`config.mk`:
```
export PLATFORM = sky130hd
export DESIGN_NAME = puf_challenge_ctrl
export DESIGN_NICKNAME = d
export VERILOG_FILES = /design/src/rtl/puf_challenge_ctrl.sv
export SDC_FILE = /design/constraint.sdc
export NUM_CORES = 1
export LEC_CHECK = 0
export CORE_ASPECT_RATIO = 0.6
export CORE_MARGIN = 4
export CORE_UTILIZATION = 41
export CTS_CLUSTER_DIAMETER = 40
export DETAILED_ROUTE_END_ITERATION = 7
export GPL_ROUTABILITY_DRIVEN = 0
export PLACE_DENSITY = 0.79
export SETUP_SLACK_MARGIN = 0.2
export SLEW_MARGIN = 10
export SYNTH_ARGS = -nofsm -noshare
export SYNTH_HDL_FRONTEND = slang
export SYNTH_SLANG_ARGS = --single-unit
```
`constraint.sdc`:
```
create_clock -name clk -period 2.1 [get_ports clk]
set_input_delay 0.42 -clock clk [delete_from_list [all_inputs] [get_ports clk]]
set_output_delay 0.42 -clock clk [all_outputs]
set_load 0.05 [all_outputs]
```
`src/rtl/puf_challenge_ctrl.sv`:
```
`default_nettype none
// ============================================================================
// Module   : puf_challenge_ctrl
// Purpose  : Arbiter-PUF sequencer (relax / launch / sample per evaluation).
//            Build macro PUF_MAJORITY_VOTE_EN adds VOTES-way majority voting.
// Revision : 1.0
// ============================================================================
module puf_challenge_ctrl #(
  parameter int CHAL_W = 64,
  parameter int SETTLE = 8,
  parameter int VOTES  = 5
) (
  input  logic              clk,
  input  logic              rst_n,
  input  logic [CHAL_W-1:0] chal_in,
  input  logic              chal_valid,
  output logic              chal_ready,
  output logic [CHAL_W-1:0] challenge,
  output logic              launch,
  input  logic              arb_out,
  output logic              resp,
  output logic              resp_valid,
  input  logic              resp_ready,
  output logic              resp_unstable
);

  typedef enum logic [2:0] {
    S_IDLE   = 3'd0,
    S_RELAX  = 3'd1,
    S_LAUNCH = 3'd2,
    S_SAMPLE = 3'd3,
    S_DONE   = 3'd4
  } state_t;

  localparam logic [7:0] PHASE_LAST = 8'(SETTLE - 1);

  if (SETTLE < 1 || SETTLE > 255) begin : g_bad_settle
    $error("puf_challenge_ctrl: SETTLE must be 1..255");
  end
  if (VOTES < 1 || VOTES > 15 || (VOTES % 2) == 0) begin : g_bad_votes
    $error("puf_challenge_ctrl: VOTES must be odd, 1..15");
  end

  state_t              state_q, state_d;
  logic [7:0]          phase_q, phase_d;
  logic [CHAL_W-1:0]   challenge_q, challenge_d;
  logic                launch_q, launch_d;
  logic                resp_q, resp_d;
  logic                resp_valid_q, resp_valid_d;

`ifdef PUF_MAJORITY_VOTE_EN
  localparam int             CNT_W  = $clog2(VOTES + 1);
  localparam logic [CNT_W-1:0] N_EVAL = CNT_W'(VOTES);
  localparam logic [CNT_W-1:0] HALF   = CNT_W'(VOTES / 2);

  logic [CNT_W-1:0] ones_q, ones_d, evals_q, evals_d;
  logic [CNT_W-1:0] ones_inc, evals_inc;
  logic             resp_unstable_q, resp_unstable_d;

  assign ones_inc      = ones_q + CNT_W'(arb_out);
  assign evals_inc     = evals_q + CNT_W'(1);
  assign resp_unstable = resp_unstable_q;
`else
  assign resp_unstable = 1'b0;
`endif

  // Gated by rst_n so the host never sees ready while the block is held in reset.
  assign chal_ready = rst_n && (state_q == S_IDLE);
  assign challenge  = challenge_q;
  assign launch     = launch_q;
  assign resp       = resp_q;
  assign resp_valid = resp_valid_q;

  always_comb begin
    state_d      = state_q;
    phase_d      = phase_q;
    challenge_d  = challenge_q;
    launch_d     = launch_q;
    resp_d       = resp_q;
    resp_valid_d = resp_valid_q;
`ifdef PUF_MAJORITY_VOTE_EN
    ones_d          = ones_q;
    evals_d         = evals_q;
    resp_unstable_d = resp_unstable_q;
`endif
    case (state_q)
      S_IDLE: begin
        launch_d = 1'b0;
        if (chal_valid) begin
          challenge_d = chal_in;
          phase_d     = '0;
          state_d     = S_RELAX;
`ifdef PUF_MAJORITY_VOTE_EN
          ones_d  = '0;
          evals_d = '0;
`endif
        end
      end
      S_RELAX: begin
        if (phase_q == PHASE_LAST) begin
          phase_d  = '0;
          launch_d = 1'b1;
          state_d  = S_LAUNCH;
        end else begin
          phase_d = phase_q + 8'd1;
        end
      end
      S_LAUNCH: begin
        if (phase_q == PHASE_LAST) begin
          phase_d = '0;
          state_d = S_SAMPLE;
        end else begin
          phase_d = phase_q + 8'd1;
        end
      end
      S_SAMPLE: begin
        launch_d = 1'b0;
`ifdef PUF_MAJORITY_VOTE_EN
        ones_d  = ones_inc;
        evals_d = evals_inc;
        if (evals_inc == N_EVAL) begin
          resp_d          = (ones_inc > HALF);
          resp_unstable_d = (ones_inc != '0) && (ones_inc != N_EVAL);
          resp_valid_d    = 1'b1;
          state_d         = S_DONE;
        end else begin
          state_d = S_RELAX;
        end
`else
        resp_d       = arb_out;
        resp_valid_d = 1'b1;
        state_d      = S_DONE;
`endif
      end
      S_DONE: begin
        if (resp_ready) begin
          resp_valid_d = 1'b0;
          state_d      = S_IDLE;
        end
      end
      default: begin
        launch_d     = 1'b0;
        resp_valid_d = 1'b0;
        state_d      = S_IDLE;
      end
    endcase
  end

  always_ff @(posedge clk) begin
    if (!rst_n) begin
      state_q      <= S_IDLE;
      phase_q      <= '0;
      challenge_q  <= '0;
      launch_q     <= 1'b0;
      resp_q       <= 1'b0;
      resp_valid_q <= 1'b0;
`ifdef PUF_MAJORITY_VOTE_EN
      ones_q          <= '0;
      evals_q         <= '0;
      resp_unstable_q <= 1'b0;
`endif
    end else begin
      state_q      <= state_d;
      phase_q      <= phase_d;
      challenge_q  <= challenge_d;
      launch_q     <= launch_d;
      resp_q       <= resp_d;
      resp_valid_q <= resp_valid_d;
`ifdef PUF_MAJORITY_VOTE_EN
      ones_q          <= ones_d;
      evals_q         <= evals_d;
      resp_unstable_q <= resp_unstable_d;
`endif
    end
  end

endmodule
`default_nettype wire

```
==> results.md <==
* DR WL/cell at approximately 13 um
* Die width at 120 um
* Multiplexer area fraction after synthesis at under 10%
* Post-synthesis compound-gate area fraction at a little under a fifth
* Die Y at approximately 75 um
* Post-route cell area at between 0.004 and 0.005 sq mm
* Cells after Synth at ~360
* Sequential area share after synthesis at 51.0%
* Setup violators final at 0
* Routed vias at about 2800
* PortBufs at approximately 140
* GR Overflow Total at 0
* Hold Slack at between 400 and 500 ps
* VDD IR-drop max at 0.560 mV
* DRC violations left at 0
* Final std cells w/o fill at 602
* Starting density of the core at approximately 42%
* Synthesis-to-layout area growth at 59.0%
* Most frequent cells after synthesis: nand2_1, dfxtp_1, a21boi_0
* Worst-path clk slew at 50 ps
* H-tree levels at 3
* CTS tree: yes
* Number of global-route vias before repair at roughly 2700
* Post-Synth XOR/XNOR Area at approximately 1.7%
* Slew margin rel. at 64.7%
* Number of synthesized flops with an enable pin at 0
* Clock Skew at around 4.8 ps
* HP Class: in -> reg
* Worst-Margin Slew at 529 ps
* Post-synth ARST share at 0%
* Synth Area in Simple Gates at 23.3%
* Top cells by area, synth: dfxtp_1, nand2_1, a21boi_0, clkbuf_1, buf_2
* Initial antenna violation count at 0
* Tcrit/Tclk final at 89.3%
* Flops & latches, synth at 78
* Critical path arrival at approximately 2100 ps
* Max FO, Critical Path at 4
* CP Class: reg -> reg
* Die Footprint at ~0.0090 sq mm
* Mapped cell area at 0.00306 sq mm
* Share of the synthesized area in the top cell type at between 50% and 60%
* Pwr per Cell Area at between 700 and 800 mW/mm^2
* Area occupied by multi-input gates at 0.00141 sq mm
* Dpl cell area at 0.00456 sq mm
* TritonCTS Buffers at 9
* Slew Limit Fails at 0
* Worst-Skew Late Latency at 320 ps
* Final nets at about 560
* Post-DP HPWL at 5.55 mm
* Leakage power at around 2.3 nW
* RSZ-0062 raised after global routing: true
* # fillers at about 620
* Rows at 24
* Final total power at 3.66 mW
* Post-CTS Hold Buffers at 0
* Register Area at between 0.0015 and 0.002 sq mm
* Startpoint Class: flip-flop
* Placed cells at 582
* Setup tns final at 0 ps
* Most common cell in the netlist: nand2_1
* Net Count, Synth at 428
* Core area at approximately 0.0073 sq mm
* Via density per instance at around 4.7
* CTS Buffer Depth at 2
* Synth Flop Type: dfxtp_1
* Hold Vio Cnt, Final at 0
* Layout cells sized above 1 at under 10%
* DR pass1 iterations at 4
* Drt initial violations at 153
* Warnings, synthesis at 0
* CP Capture Type: flip-flop
* Final wirelength at 7.97 mm
* Status: finished, final reports clean
* Post-Synth Adder-Cell Area at less than 1%
* Pin count of the biggest net entering global routing at 39
* Library cells used by synthesis at 37
* Fmax achieved at approximately 530 MHz
* Largest family of logic cells by synthesized area: simple AND/OR/NAND/NOR gates
* Final min period at approximately 1900 ps
* Root Buffer: clkbuf_16
* First-pass GRT wire length at between 10 and 15 mm
* GRT Util Overall at 18.4%
* Avg Cell Area, Syn at roughly 8.5 sq um
* Ant diodes at 0
* Max-cap violations at 0
* Final ANT Viol Nets at 0
* Synth area leader: dfxtp_1
* Total I/O pin count at about 140
* Worst EP required at between 2000 and 2500 ps
* CTS sink count at 78
==> layout make-up <==
class	count	area share [%]
well taps	104	2.67
flip-flops and latches	78	32.2
multi-input cells	253	28.9
repair buffers	150	30.7
inverters	1	0.0771
clock inverters	1	0.103
clock buffers	15	5.30
==> logic make-up (layout without fill, tap and decap cells) <==
kind of cell,count (synthesis),in the layout
simple gates,168,168
compound gates,74,74
xor+xnor,6,6
buf+inv,27,167
fa+ha+maj,1,1
mux,3,3
other cells,1,1
flops,78,78
==> registers in the layout (all words and copies together), names as in the netlist <==
register and flops:
challenge 64, phase_q 8, state_q 3, launch 1, resp_valid 1, resp 1
==> timing repair <==
item                       4_1_cts  5_1_grt
setup buffers                    1        3
setup endpoints to repair       47       27
gates resized for setup         46       29
cloned                           0        0
pin swaps                        1        1
==> cell usage in the layout, fill, tap and decap left out, drive strengths merged, types with 2 or more instances in the layout <==
cell	synthesis	final
a21boi	66	66
nand3	4	4
clkbuf	16	15
nor3	4	4
nor3b	3	3
nor4b	2	2
dlymetal6s2s	0	21
a21oi	3	3
clkdlybuf4s50	0	67
mux2i	2	2
xor2	5	5
buf	10	16
dfxtp	78	78
dlygate4sd2	0	46
and3	2	2
or3	2	2
nand2	137	137
nor2	5	5
==> power breakdown <==
group	switching, mW	internal, mW	leakage (nW)	total (mW)
clock	0.533	0.832	0.128	1.36
combinational	0.432	0.276	1.58	0.708
sequential	0.0348	1.55	0.640	1.59
total	1.00	2.66	2.35	3.66
==> final timing paths <==
path,cells after the start,end,slack (ps),from
worst max-delay path,5,phase_q[3]$_SDFFE_PN0P_,230,phase_q[7]$_SDFFE_PN0P_
worst min-delay path,3,state_q[1]$_SDFFE_PN0P_,440,rst_n
worst max register to register,5,phase_q[3]$_SDFFE_PN0P_,230,phase_q[7]$_SDFFE_PN0P_
worst min register to register,2,challenge[53]$_SDFFE_PN0P_,460,challenge[53]$_SDFFE_PN0P_
==> layer usage <==
metal	GRT usage, %	routed length (um)	vias to the layer above	share of wire [%]
met3	10.1	868	10	11
met4	7.23	118	0	1.5
met5	0	0	-	0
met1	22.3	3640	1258	46
li1	-	-	1439	-
met2	27.7	3350	105	42
==> stage by stage <==
step | setup slack, ps | util, %
after floorplan | 291 | -
after global placement | -52.9 | 62.7
final | 226 | 67.0
after global routing | 155 | 67.0
after CTS | 185 | 65.6
after detailed placement | -91.5 | 62.7
==> critical path, cell delays in order (launching register included) <==
cell	delay (ps)
dfxtp_2	320
or4_4	510
or3_4	380
o311ai_4	350
buf_6	170
nor2_1	40
No activity file was read; power rests on OpenSTA's default activity.
